==> config.mk <==
export PLATFORM = sky130hd
export DESIGN_NAME = board_writer
export DESIGN_NICKNAME = d
export VERILOG_FILES = /design/src/rtl/connect4_pkg.sv /design/src/rtl/board_writer.sv
export SDC_FILE = /design/constraint.sdc
export NUM_CORES = 1
export LEC_CHECK = 0
export BUFFER_PORTS_ARGS = -buffer_cell sky130_fd_sc_hd__buf_2
export CORE_MARGIN = 4
export CORE_UTILIZATION = 30
export DETAILED_ROUTE_END_ITERATION = 16
export HOLD_SLACK_MARGIN = 0.1
export SLEW_MARGIN = 15
export SYNTH_ARGS = -nofsm -noshare
export SYNTH_HDL_FRONTEND = slang
export SYNTH_SLANG_ARGS = --single-unit
==> constraint.sdc <==
create_clock -name clk -period 10.48 [get_ports clk]
set_input_delay 0.524 -clock clk [delete_from_list [all_inputs] [get_ports clk]]
set_output_delay 0.524 -clock clk [all_outputs]
set_load 0.02 [all_outputs]
==> src/rtl/connect4_pkg.sv <==
// connect4_pkg: shared definitions for the Connect-Four board logic.
//   - Cell codes written into the board register (01 is never a cell code).
//   - Game result codes reported on board_writer.result.
//   - Default board geometry.
//   - Write-side FSM state encoding.
package connect4_pkg;

  localparam logic [1:0] CELL_EMPTY = 2'b00;
  localparam logic [1:0] CELL_BLUE  = 2'b10;
  localparam logic [1:0] CELL_RED   = 2'b11;

  localparam logic [1:0] RES_NONE = 2'b00;
  localparam logic [1:0] RES_BLUE = 2'b10;
  localparam logic [1:0] RES_RED  = 2'b11;
  localparam logic [1:0] RES_DRAW = 2'b01;

  localparam int DEF_ROWS = 6;
  localparam int DEF_COLS = 7;
  localparam int DEF_CW   = 3;

  typedef enum logic [2:0] {
    ST_IDLE   = 3'd0,
    ST_SCAN   = 3'd1,
    ST_WRITE  = 3'd2,
    ST_SETTLE = 3'd3,
    ST_OVER   = 3'd4
  } state_t;

  // Cell code for the player whose turn it is (turn 0 = blue, 1 = red).
  function automatic logic [1:0] player_cell(input logic turn);
    return turn ? CELL_RED : CELL_BLUE;
  endfunction

endpackage

==> src/rtl/board_writer.sv <==
// board_writer: write side of the Connect-Four board.
//   Accepts a column drop, scans the column bottom-up one row per cycle for
//   the lowest empty cell, writes the current player's code there, then waits
//   one cycle for the external checker array before sampling its win code.
//   Alternates turns and declares a draw when the board fills with no win.
//
// Ports:
//   clk, rst      clock, synchronous active-high reset
//   move_valid    drop request; accepted when move_valid && move_ready
//   move_col      target column (CW bits)
//   move_ready    high only while idle
//   move_done     one-cycle pulse: piece written
//   move_err      one-cycle pulse: move rejected (bad or full column)
//   board         flattened board, cell (r,c) at bits [2*(r*COLS+c) +: 2]
//   turn          0 = blue to move, 1 = red to move
//   win_in        aggregated checker result: 00 none, 10 blue, 11 red
//   game_over     game ended, moves ignored
//   result        00 in play, 10 blue win, 11 red win, 01 draw
//   new_game      clears the game, honoured when idle or over
//   undo          (only with BOARD_WRITER_UNDO_EN) take back the last move
//
// Build option: define BOARD_WRITER_UNDO_EN to add the single-level undo.
module board_writer
  import connect4_pkg::*;
#(
  parameter int ROWS = DEF_ROWS,
  parameter int COLS = DEF_COLS,
  parameter int CW   = DEF_CW
) (
  input  logic                     clk,
  input  logic                     rst,
`ifdef BOARD_WRITER_UNDO_EN
  input  logic                     undo,
`endif
  input  logic                     move_valid,
  input  logic [CW-1:0]            move_col,
  output logic                     move_ready,
  output logic                     move_done,
  output logic                     move_err,
  output logic [2*ROWS*COLS-1:0]   board,
  output logic                     turn,
  input  logic [1:0]               win_in,
  output logic                     game_over,
  output logic [1:0]               result,
  input  logic                     new_game
);

  localparam int CELLS = ROWS * COLS;
  localparam int IW    = $clog2(CELLS);
  localparam int RW    = (ROWS > 1) ? $clog2(ROWS) : 1;
  localparam int MW    = $clog2(CELLS + 1);

  localparam logic [RW-1:0] ROW_TOP  = RW'(ROWS - 1);
  localparam logic [CW:0]   COLS_LIM = (CW + 1)'(COLS);
  localparam logic [MW-1:0] CNT_FULL = MW'(CELLS);

  state_t                   state_reg,  state_next;
  logic [2*CELLS-1:0]       board_reg,  board_next;
  logic                     turn_reg,   turn_next;
  logic [1:0]               result_reg, result_next;
  logic [MW-1:0]            cnt_reg,    cnt_next;
  logic [RW-1:0]            row_reg,    row_next;
  logic [CW-1:0]            col_reg,    col_next;
  logic                     done_reg,   done_next;
  logic                     err_reg,    err_next;
  logic                     clear_game;

  // Bit offset of the cell currently addressed by the scan.
  logic [IW-1:0] scan_idx;
  logic [IW:0]   scan_bit;
  assign scan_idx = IW'(row_reg) * IW'(COLS) + IW'(col_reg);
  assign scan_bit = {scan_idx, 1'b0};

`ifdef BOARD_WRITER_UNDO_EN
  logic          hist_valid_reg, hist_valid_next;
  logic [IW:0]   hist_bit_reg,   hist_bit_next;
`endif

  always_comb begin
    state_next  = state_reg;
    board_next  = board_reg;
    turn_next   = turn_reg;
    result_next = result_reg;
    cnt_next    = cnt_reg;
    row_next    = row_reg;
    col_next    = col_reg;
    done_next   = 1'b0;
    err_next    = 1'b0;
    clear_game  = 1'b0;
`ifdef BOARD_WRITER_UNDO_EN
    hist_valid_next = hist_valid_reg;
    hist_bit_next   = hist_bit_reg;
`endif

    case (state_reg)
      ST_IDLE: begin
        if (new_game) begin
          // A simultaneous move is dropped.
          clear_game = 1'b1;
`ifdef BOARD_WRITER_UNDO_EN
        end else if (undo) begin
          // Undo outranks a move in the same cycle even with no history.
          if (hist_valid_reg) begin
            board_next[hist_bit_reg +: 2] = CELL_EMPTY;
            turn_next       = ~turn_reg;
            cnt_next        = cnt_reg - MW'(1);
            hist_valid_next = 1'b0;
          end
`endif
        end else if (move_valid) begin
          if ({1'b0, move_col} >= COLS_LIM) begin
            err_next = 1'b1;
          end else begin
            col_next   = move_col;
            row_next   = '0;
            state_next = ST_SCAN;
          end
        end
      end

      ST_SCAN: begin
        if (board_reg[scan_bit +: 2] == CELL_EMPTY) begin
          state_next = ST_WRITE;
        end else if (row_reg == ROW_TOP) begin
          err_next   = 1'b1;
          state_next = ST_IDLE;
        end else begin
          row_next = row_reg + RW'(1);
        end
      end

      ST_WRITE: begin
        board_next[scan_bit +: 2] = player_cell(turn_reg);
        if (cnt_reg != CNT_FULL) begin
          cnt_next = cnt_reg + MW'(1);
        end
        turn_next  = ~turn_reg;
        // done is registered here so it is high during the settle cycle.
        done_next  = 1'b1;
        state_next = ST_SETTLE;
`ifdef BOARD_WRITER_UNDO_EN
        hist_valid_next = 1'b1;
        hist_bit_next   = scan_bit;
`endif
      end

      ST_SETTLE: begin
        // Checkers have had a full cycle to see the new board.
        if (win_in[1]) begin
          result_next = win_in;
          state_next  = ST_OVER;
        end else if (cnt_reg == CNT_FULL) begin
          result_next = RES_DRAW;
          state_next  = ST_OVER;
        end else begin
          state_next = ST_IDLE;
        end
      end

      ST_OVER: begin
        if (new_game) begin
          clear_game = 1'b1;
        end
      end

      default: state_next = ST_IDLE;
    endcase
  end

  always_ff @(posedge clk) begin
    if (rst || clear_game) begin
      state_reg  <= ST_IDLE;
      board_reg  <= '0;
      turn_reg   <= 1'b0;
      result_reg <= RES_NONE;
      cnt_reg    <= '0;
      row_reg    <= '0;
      col_reg    <= '0;
      done_reg   <= 1'b0;
      err_reg    <= 1'b0;
`ifdef BOARD_WRITER_UNDO_EN
      hist_valid_reg <= 1'b0;
      hist_bit_reg   <= '0;
`endif
    end else begin
      state_reg  <= state_next;
      board_reg  <= board_next;
      turn_reg   <= turn_next;
      result_reg <= result_next;
      cnt_reg    <= cnt_next;
      row_reg    <= row_next;
      col_reg    <= col_next;
      done_reg   <= done_next;
      err_reg    <= err_next;
`ifdef BOARD_WRITER_UNDO_EN
      hist_valid_reg <= hist_valid_next;
      hist_bit_reg   <= hist_bit_next;
`endif
    end
  end

`ifdef BOARD_WRITER_UNDO_EN
  assign move_ready = (state_reg == ST_IDLE) && !undo;
`else
  assign move_ready = (state_reg == ST_IDLE);
`endif
  assign move_done  = done_reg;
  assign move_err   = err_reg;
  assign board      = board_reg;
  assign turn       = turn_reg;
  assign game_over  = (state_reg == ST_OVER);
  assign result     = result_reg;

endmodule

Word-level counts from Yosys, hierarchy flattened
Index checks and enable logic that the tools add are counted.
- register bits: 104
- bits of input ports: 9
- output and inout port bits: 91
- logic and storage cells: 73
- $add $sub $neg: 4
- multipliers: 1
- magnitude comparators: 1
- equal/unequal tests: 13
- shift operators: 3
- mux-type cells: 27
- bitwise logic cells: 4
- reduce and logical (&&, ||, !) cells: 11
- operators with widths (kind ; count):
    84-bit bitwise mux ; 1
    2-bit by 9-bit variable shift with 84-bit output (first input constant) ; 1
    2-bit by 9-bit indexed part select with 84-bit output ; 1
    84-bit by 8-bit indexed part select with 2-bit output ; 1
    3-bit two-way mux ; 12
    3-bit one-hot mux with 5 select lines ; 1
    2-bit inequality test (second input constant) ; 5
    1-bit two-way mux ; 9
    7-bit negator with 9-bit output ; 1
    6-bit by 1-bit adder with 6-bit output (second input constant) ; 1
    6-bit by 3-bit adder with 6-bit output ; 1
    3-bit by 2-bit equality test with 1-bit output (second input constant) ; 2
    3-bit equality test (second input constant) ; 2
    6-bit equality test (second input constant) ; 1
    3-bit by 3-bit multiplier with 6-bit output (second input constant) ; 1
    6-bit inequality test (second input constant) ; 1
    3-bit one-hot mux with 2 select lines ; 1
    6-bit AND reduction ; 1
    5-bit AND reduction ; 1
    2-bit two-way mux ; 2
    1-bit inverter ; 4
    2-bit AND reduction ; 2
    4-bit AND reduction ; 1
    2-bit nonzero test ; 2
    9 further kinds ; 9

Depth between registers and ports, before layout
Gate-level depths: netlist of run 1.
- word-level depth: 6
- mapped depth: 16
- gate-level depth less buffers: 14

Worst setup path after synthesis of run 1
No wires, ideal clock.
- path kind: flip-flop to flip-flop
- start: register row_reg[2]
- end: register row_reg[1]
- library setup time: 0.071 ns
- data arrival time: 3.987 ns
- data required time: 10.409 ns
- setup slack: 6.423 ns
- cell stages (with the launch flop): 12
- path buffers: 1
- period minus slack after synthesis: 4.057 ns
- path through: dfxtp_1 fa_1 fa_1 inv_1 fa_1 clkbuf_1 mux4_2 a211oi_1 o221ai_1 a32o_2 or4_1 a21oi_1
- cells in the longest elaborated chain, start to end: 6
- elaborated cells between the ends (all ways): 8
- classes of those cells: add/sub: 1; mul: 1; eq/ne: 3; shift: 1; reduce/logical: 2
- ends and longest elaborated chain (what ; line ; text):
    start, declared ; board_writer.sv:62 ; logic [RW-1:0] row_reg, row_next;
    start signal, assigned ; board_writer.sv:191 ; row_reg <= row_next;
    3-bit by 3-bit multiplier with 6-bit output ; board_writer.sv:71 ; assign scan_idx = IW'(row_reg) * IW'(COLS) + IW'(col_reg);
    6-bit by 3-bit adder with 6-bit output ; board_writer.sv:71 ;
    84-bit by 8-bit indexed part select with 2-bit output ; board_writer.sv:122 ; if (board_reg[scan_bit +: 2] == CELL_EMPTY) begin
    2-bit logical NOT ; board_writer.sv:122 ;
    2-bit inequality test (no source line) ; - ;
    6-bit AND reduction (no source line) (*) ; - ;
Mark *: on every way between the ends. The rest lies on a longest branch, timed or not.
A chain may end at the register's enable or synchronous reset.

Worst setup path in the final report of run 1
- start: register row_reg[2]
- end: register board_reg[58] (netlist: board[58])
- cells in the longest elaborated chain, start to end: 5
- elaborated cells between the ends (all ways): 6
- classes of those cells: add/sub: 2; mul: 1; shift: 2; mux: 1
- ends and longest elaborated chain (what ; line ; text):
    3-bit by 3-bit multiplier with 6-bit output (*) ; board_writer.sv:71 ;
    6-bit by 3-bit adder with 6-bit output (*) ; board_writer.sv:71 ;
    7-bit negator with 9-bit output (*) ; board_writer.sv:133 ; board_next[scan_bit +: 2] = player_cell(turn_reg);
    2-bit by 9-bit indexed part select with 84-bit output or 2-bit by 9-bit variable shift with 84-bit output (tied branches) ; board_writer.sv:133 ;
    84-bit bitwise mux (*) ; board_writer.sv:133 ;
    end signal, assigned ; board_writer.sv:187 ; board_reg <= board_next;
    end, declared ; board_writer.sv:58 ; logic [2*CELLS-1:0] board_reg, board_next;
Marked as above.

==> results of run 1 <==
==> synthesized netlist by cell type, types with 6 or more instances <==
cell        n  area (um^2)
dfxtp_1   104         2080
nor2_1     75          282
a21oi_1    39          195
nand2_1    38          143
inv_1      33          124
mux2i_1    31          310
nor3_1     23          115
clkbuf_1   22         82.6
o21a_1     21          158
o21ai_0    19         95.1
ha_1       14          175
nand3_1    11         55.1
and2_1      9         56.3
mux2_2      8         90.1
nor4_1      8         50.1
xor2_1      8         70.1
a211oi_1    7         52.6
and3_1      6         37.5
nand2b_1    6         37.5
nand4_1     6         37.5
==> final cells by class <==
class,count,area [um^2],area share
multi-input cells,403,2710,0.451
flip-flops and latches,104,2080,0.346
repair buffers,105,541,0.0899
well taps,220,275,0.0458
clock buffers,11,253,0.0421
inverters,33,124,0.0206
clock inverters,4,27.5,0.00458
==> path summary, 6_finish.rpt <==
check	start	endpoint	slack, ns
setup / recovery	row_reg[2]	board[58]	5.53
setup reg to reg	row_reg[2]	board[58]	5.53
hold reg to reg	result[0]	result[0]	0.44
hold / removal	rst	state_reg[1]	0.39
==> kinds of logic after synthesis <==
| kind of cell | after synthesis |
|---|---|
| XOR/XNOR | 14 |
| flip-flops | 104 |
| multiplexers | 42 |
| AND/OR/NAND/NOR | 207 |
| adder cells (fa/ha/maj) | 18 |
| buffers and inverters | 67 |
| AO/OA/AOI/OAI | 122 |
==> metrics by stage <==
stage               area (um^2)  setup slack [ns]  utilization  power, mW
floorplan                  5070              6.42            -      0.443
global placement           5730              5.63        0.345      0.458
detailed placement         5730              5.65        0.345      0.457
CTS                        6010              5.63        0.362      0.781
global route               6010              5.19        0.362      0.801
finish                     6010              5.53        0.362      0.771
==> placed cells by master (no fill, tap or decap), drive strengths merged, types with 5 or more instances in the layout <==
| cell | n |
|---|---|
| nor3 | 24 |
| a21oi | 40 |
| and2 | 9 |
| clkbuf | 11 |
| xnor2 | 5 |
| buf | 105 |
| nand2b | 6 |
| nor4 | 8 |
| mux2 | 8 |
| o21a | 21 |
| o21ai | 22 |
| and3 | 6 |
| nand4 | 6 |
| or3b | 7 |
| or3 | 6 |
| xor2 | 8 |
| ha | 14 |
| dfxtp | 104 |
| a211oi | 8 |
| nand3 | 11 |
| nand2 | 38 |
| nor2 | 75 |
| inv | 35 |
| mux2i | 31 |
==> power by group through the flow <==
| stage | registers (mW) | clock network (mW) | logic [mW] |
|---|---|---|---|
| 2_1_floorplan | 0.407 | 0 | 0.0366 |
| 3_3_place_gp | 0.407 | 0 | 0.0504 |
| 3_5_place_dp | 0.407 | 0 | 0.0500 |
| 4_1_cts | 0.398 | 0.333 | 0.0501 |
| 5_1_grt | 0.398 | 0.347 | 0.0559 |
| 6_report | 0.398 | 0.322 | 0.0505 |
==> routing by layer <==
layer | wire length, um | GRT usage | vias to the layer above
met1 | 7000 | 0.217 | 2080
met5 | 0 | 0 | -
li1 | - | - | 2177
met3 | 937 | 0.0418 | 19
met2 | 6500 | 0.231 | 150
met4 | 303 | 0.0567 | 0
==> impl_summary.md, run 1 <==
STA
For this run, the top clock speed supported by timing is 0.202 GHz. The routed design could run at a clock period as short as 4.95 ns. The worst max-slew margin expressed relative to the limit is 0.233.

Setup total negative slack on the finished layout was measured at 0 ns. Setup repair after global routing left no endpoint under its margin. Dividing the final minimum period by the clock period gives 0.472. The post-route worst hold slack is 0.388 ns.

The number of hold-slack violations in the final timing report is 0. Setup violations remaining at the end of the flow were counted as 0. The final max-slew violation count is 0.

The slew at the pin closest to its max-slew limit is 1.14 ns. The post-route clock skew is 0.00855 ns.

Clock network
The clock-pin transition on the worst setup and hold timing paths is 0.07 ns. Buffers inserted during clock tree synthesis total 9. The clock tree root driver cell is clkbuf_16. The maximum clock insertion buffer count is 2. The post-CTS setup buffer count is 0. The clock tree from TritonCTS is yes.

Buffers inserted to repair hold after CTS numbered 0. The CTS H-tree depth is 3. The clock sink total is 104. The later pin in the worst-skew pair is clocked with a latency of 0.36 ns. The post-cts resize count is 0.

Global routing
In the global route stage, overall resource usage came out at 0.155. The global-route wire length before repair is 23700 um. The residual overflow from global routing is 0. The via count of the first global-routing pass is 4231.

The pin count of the biggest net entering global routing is 58. The initial antenna violation count is 0.

Detailed routing
For this run, the detailed router's first-pass iteration total came to 5. After detailed routing, the average wire length per cell comes to 16.8 um. The detailed router placed 4426 vias in this run. Using the TritonRoute via totals, the vias-per-cell ratio works out to 5.03. The DRC marker count from the first detailed-route iteration is 277.

In the routed design, unresolved DRC markers number 0. The total wire length is 14700 um. Once detail routing completed, the nets flagged for antenna violations numbered 0.

Power
Cell internal power was estimated by the tool at 0.584 mW. The fraction of power spent switching nets is 0.243. For this design the ratio of total power to cell area is 128 nW/um^2. The share of total power dissipated in sequential elements is 0.516. The maximum ir drop on the vdd rail is 0.0779 mV.

The switching component of the power is 0.187 mW. The share of power burned in combinational logic is 0.066. The analysis attributes to cell leakage a power of 2.51 nW.

The clock network power share is 0.418.

Synth
The synthesized netlist cell count is 574. The synthesized-area fraction occupied by ao, oa, aoi and oai cells is 0.161. The net count of the mapped netlist is 601. The synthesis warning total is 0.

The fraction of registers with async set/reset is 0. The most frequently used flop master after synthesis is dfxtp_1. In this run the mean area of a mapped cell was 8.84 um^2. The post-synthesis share of cell area spent on xor and xnor gates is 0.0269. The synthesized design contains 0 enable-type register cells. The share of synthesized cell area in and, or, nand and nor gates is 0.201. Of the post-synthesis cell area, the part taken by muxes is 0.0922.

The register bit count reported by yosys is 104. The sequential share of the synthesized area is 0.410. After synthesis, the largest family of logic cells by area is simple AND/OR/NAND/NOR gates. The count of different cell masters after synthesis is 61. Summing every instance area after synthesis gives 5070 um^2. Of the total synthesized cell area, the portion taken by full adders, half adders and majority gates is 0.0503.

Final layout
The final-stage net count is 683. The fill cell total of the finished layout is 1751. From synthesis to final layout, the design area changed by 18.4%. The antenna diode count is 0. Of the cells placed in the final design, the portion with a size suffix greater than 1 is 0.221. The finished layout holds 880 standard cells, fillers aside. The register with the most flip-flops in the layout has 84 of them.

Critical path
At the worst endpoint, the arrival time is 5.24 ns. In this design, the stage delay of the slowest critical-path cell is 0.95 ns. The critical path is of the register to register type. The most used cell along the critical path is fa_1. The slowest stage cell on the critical path is fa_1. STA classifies the critical path startpoint as a register. The logic depth of the worst path, buffers included is 11. The number of buffers and inverters on the critical path is 1. The depth of the worst register-to-register path is 11. The category of the worst setup path capture point is a register. The highest net fanout along the worst path is 15. The kind of cell with the highest combined delay along the critical path is adder cells. Traced cell by cell, the critical path runs through fa_1, fa_1, inv_1, fa_1, nand2b_1, or3_4, xnor3_1, nor3_1, nor2_1, nor4_1, mux2i_1. Data on the critical path is required at its endpoint by 10.77 ns.

Min path
The tightest min-delay check is of the input port to register type. The worst hold path passes through 2 cells.

Die
The initial utilization of the core area, before any placement, comes to 0.306. The total number of placement rows is 47. The die is 138 um wide.

The core region area is 16600 um^2. 100 I/O pins were placed. The overall die area is 19100 um^2. The die boundary height is 138 um.

Flow run
Across the run, the number of max-cap violations was 0.

Outcome
The run finished with clean final reports.

Placement
The detailed-placement wirelength estimate is 11000 um. The count of buffers added on input and output ports is 99. The number of placed instances, taps included, is 865. The congestion estimate from routability-driven global placement came to 0.885.
Note: power is estimated with default switching activity, not from simulation.
==> run 2: changes to the inputs <==
==> constraint.sdc (replaced) <==
create_clock -name clk -period 4.6 [get_ports clk]
set_input_delay 0.23 -clock clk [delete_from_list [all_inputs] [get_ports clk]]
set_output_delay 0.23 -clock clk [all_outputs]
set_load 0.02 [all_outputs]
==> run 2 against run 1 <==
Compared with the run above: routed wire length increased by 2.0%; global-route usage up 0.16 points; via count increased by 1.2%; non-clock buffer count is 10 higher; register-to-register slack worse by 5.2 ns; worst setup slack lost 5.2 ns; clock skew down 0.0019 ns; first-iteration DRC count down 16%; clock-buffer cell count decreased by 1; largest cell class unchanged.
==> impl_summary.md, run 2 (synthesized netlist as in run 1, its figures left out) <==
Clock network
The number of CTS-inserted buffers is 9 (unchanged). The CTS H-tree depth is 3 (unchanged). The clock-pin transition on the worst setup and hold timing paths came to 0.07 ns (about the same). The clock latency reported for the late side of the worst-skew pair is 0.35 ns (about the same). The maximum clock insertion buffer count came to 2 (unchanged). The clock tree root driver cell is clkbuf_16. The post-CTS setup buffer count came to 0 (unchanged).

TritonCTS built the clock tree. The clock sink total is 104 (unchanged).

Placement
The final estimated routing congestion in global placement was 0.950 (+7.3%). The number of placed instances with taps included came to 874 (+1.0%). The detailed-placement wirelength estimate was 11400 um (+4.0%). The count of buffers inserted at the top-level ports came to 99 (unchanged).

Critical path
The logic depth of the worst path, buffers included is 10 (-1). The endpoint identified for the worst register-to-register timing path is board[70]. The most used cell along the critical path is fa_1. The delay of the slowest cell on the worst path is 0.72 ns (-0.23 ns). Walking the worst path, the cells encountered are fa_1, fa_1, ha_1, a21o_1, a21oi_1, xor2_1, and3_1, o21ai_2, nor3_1, mux2_2. The critical register-to-register path startpoint is row_reg[2]. The highest net fanout along the worst path is 11 (-4). The required time at the worst-slack endpoint was 4.84 ns (-5.93 ns). The kind of critical path is register to register. The slowest stage of the critical path is the xor2_1 cell. The most critical setup path has its endpoint at board[70]. The worst setup path is captured at a register.

The origin of the worst setup path is row_reg[2]. The top cell family by delay on the critical path is adder cells. The startpoint kind of the worst setup timing path is a register. The combined buffer and inverter count along the critical path came to 0 (-1). The arrival time of data at the critical path endpoint came to 4.53 ns (-0.71 ns). The depth of the worst register-to-register path is 10 (-1). The internal reg-to-reg setup slack is 0.31 ns (-5.22 ns).

STA
The final max-slew violation count is 0 (unchanged). The post-route clock skew is 0.00668 ns (-0.00188 ns). The minimum clock period after layout is 4.29 ns (-0.658 ns).

The final setup violation count is 0 (unchanged). The total negative slack is 0 ns (unchanged). The period utilization came to 0.933 (+0.461).

The worst max-slew margin expressed relative to the limit is 0.200 (-0.0329). The number of hold-slack violations in the final timing report is 0 (unchanged). Setup repair after global routing left no endpoint under its margin.

The achievable frequency is 0.233 GHz (+15%). The slew at the pin closest to its max-slew limit is 1.19 ns (+0.0490 ns).

Final layout
The share of layout cells above drive strength 1 was 0.232 (+0.0113). The final-stage net count is 693 (+1.5%). The area added between synthesis and finish is 19.9%. Leaving out fill and tap cells, the most frequent cells in the layout are dfxtp_1 (104), buf_2 (99), nor2_1 (75), nand2_1 (38), a21oi_1 (38). The footprint of the flip-flops and latches is 2080 um^2 (unchanged). The multi-input combinational cell area came to 2710 um^2 (+0.18%).

The post-route non-filler standard cell count is 891 (+1.3%). The antenna diode count is 0 (unchanged). The most common cell after layout, fill and taps aside is dfxtp_1. The fill cell total of the finished layout came to 1756 (+0.29%). The flip-flop count of the largest register after layout is 84 (unchanged).

Die
The number of top-level pins was 100 (unchanged). The core region area is 16600 um^2 (unchanged). The overall die area is 19100 um^2 (unchanged). The total number of placement rows was 47 (unchanged).

The die span in x is 138 um (unchanged). The effective utilization at floorplan was 0.306 (unchanged). The die boundary height is 138 um (unchanged).

Power
The maximum ir drop on the vdd rail came to 0.167 mV (+110%). The cell internal power dissipation came to 1.31 mW (+120%). The share of power burned in combinational logic is 0.069 (+0.003). The leakage power is 2.55 nW (+1.7%). The fraction of power consumed by sequential logic is 0.521 (+0.005). The switching component of the power is 0.436 mW (+130%). The clock network power share is 0.411 (-0.007). The areal power density over the cells came to 287 nW/um^2 (+120%). The fraction of power spent switching nets is 0.250 (+0.00699).

Global routing
The residual overflow from global routing came to 0 (unchanged). The pin count of the biggest net entering global routing came to 47 (-19%). The global-route wire length before repair is 24100 um (+1.4%). The initial antenna violation count is 0 (unchanged).

The overall fraction of global-route tracks in use was 0.157 (+0.00164). The via count of the first global-routing pass came to 4285 (+1.3%).

Detailed routing
The DRC violation count after routing came to 0 (unchanged). The ratio of routed vias to standard cells is 5.03 (about the same). The post-detailed-route count of antenna-violating nets is 0 (unchanged).

The number of detailed-routing iterations run before antenna repair is 5 (unchanged). The total via count in the routed design was 4480 (+1.2%). The per-cell routed wire length is 16.9 um (+0.78%). The DRC marker count from the first detailed-route iteration is 234 (-16%). The total wire length is 15000 um (+2.0%).

Min path
The path category of the worst min-delay check is input port to register.

Flow run
The number of maximum-capacitance violations is 0 (unchanged).

Outcome
The run finished with clean final reports.
-- run 2: timing repair --
action	CTS	global route
hold buffers	1	0
resized for setup	0	1
endpoints found under the setup margin	0	1
hold endpoints to repair	1	0
-- run 2: metal layers --
metal	GRT usage	up-vias	wire, um
li1	-	2207	-
met1	0.216	2106	7190
met2	0.237	148	6580
met3	0.0459	19	953
met4	0.0530	0	328
met5	0	-	0
-- run 2: cell type report --
class,count,area share
clock buffer,10,0.0376
clock inverter,6,0.00720
inverter,33,0.0204
multi-input combinational,403,0.446
sequential,104,0.342
tap,220,0.0452
timing repair buffer,115,0.102
-- run 2: worst min path at each step --
stage / startpoint / endpoint / slack [ns] / depth (start not counted)
3_5_place_dp: result[0] / result[0] / 0.44 / 2
4_1_cts: move_col[0] / col_reg[0] / 0.13 / 3
6_report: move_col[0] / col_reg[0] / 0.14 / 3
2_1_floorplan: rst / state_reg[1] / 0.30 / 1
5_1_grt: win_in[1] / result[1] / 0.16 / 3
3_3_place_gp: result[0] / result[0] / 0.44 / 2
-- run 2: metrics by stage --
stage / setup WS (ns) / util / power (mW) / hold WS, ns / area, um^2
floorplan: 0.543 / - / 1.01 / 0.303 / 5070
global placement: 0.346 / 0.350 / 1.05 / 0.440 / 5800
detailed placement: 0.288 / 0.350 / 1.05 / 0.442 / 5800
CTS: 0.268 / 0.367 / 1.77 / 0.128 / 6080
global route: 0.0490 / 0.367 / 1.81 / 0.157 / 6080
finish: 0.307 / 0.367 / 1.74 / 0.143 / 6080
-- run 2: power by group through the flow --
stage               combinational [mW]  sequential (mW)  clock, mW
CTS                              0.119            0.908      0.740
finish                           0.120            0.908      0.716
global route                     0.131            0.909      0.773
floorplan                       0.0835            0.926          0
global placement                 0.118            0.929          0
detailed placement               0.118            0.929          0
-- run 2: worst register-to-register path, stage by stage (launching register included) --
cell	delay (ns)
dfxtp_1	0.48
fa_1	0.49
fa_1	0.47
ha_1	0.30
a21o_1	0.18
a21oi_1	0.25
xor2_1	0.72
and3_1	0.40
o21ai_2	0.14
nor3_1	0.39
mux2_2	0.38
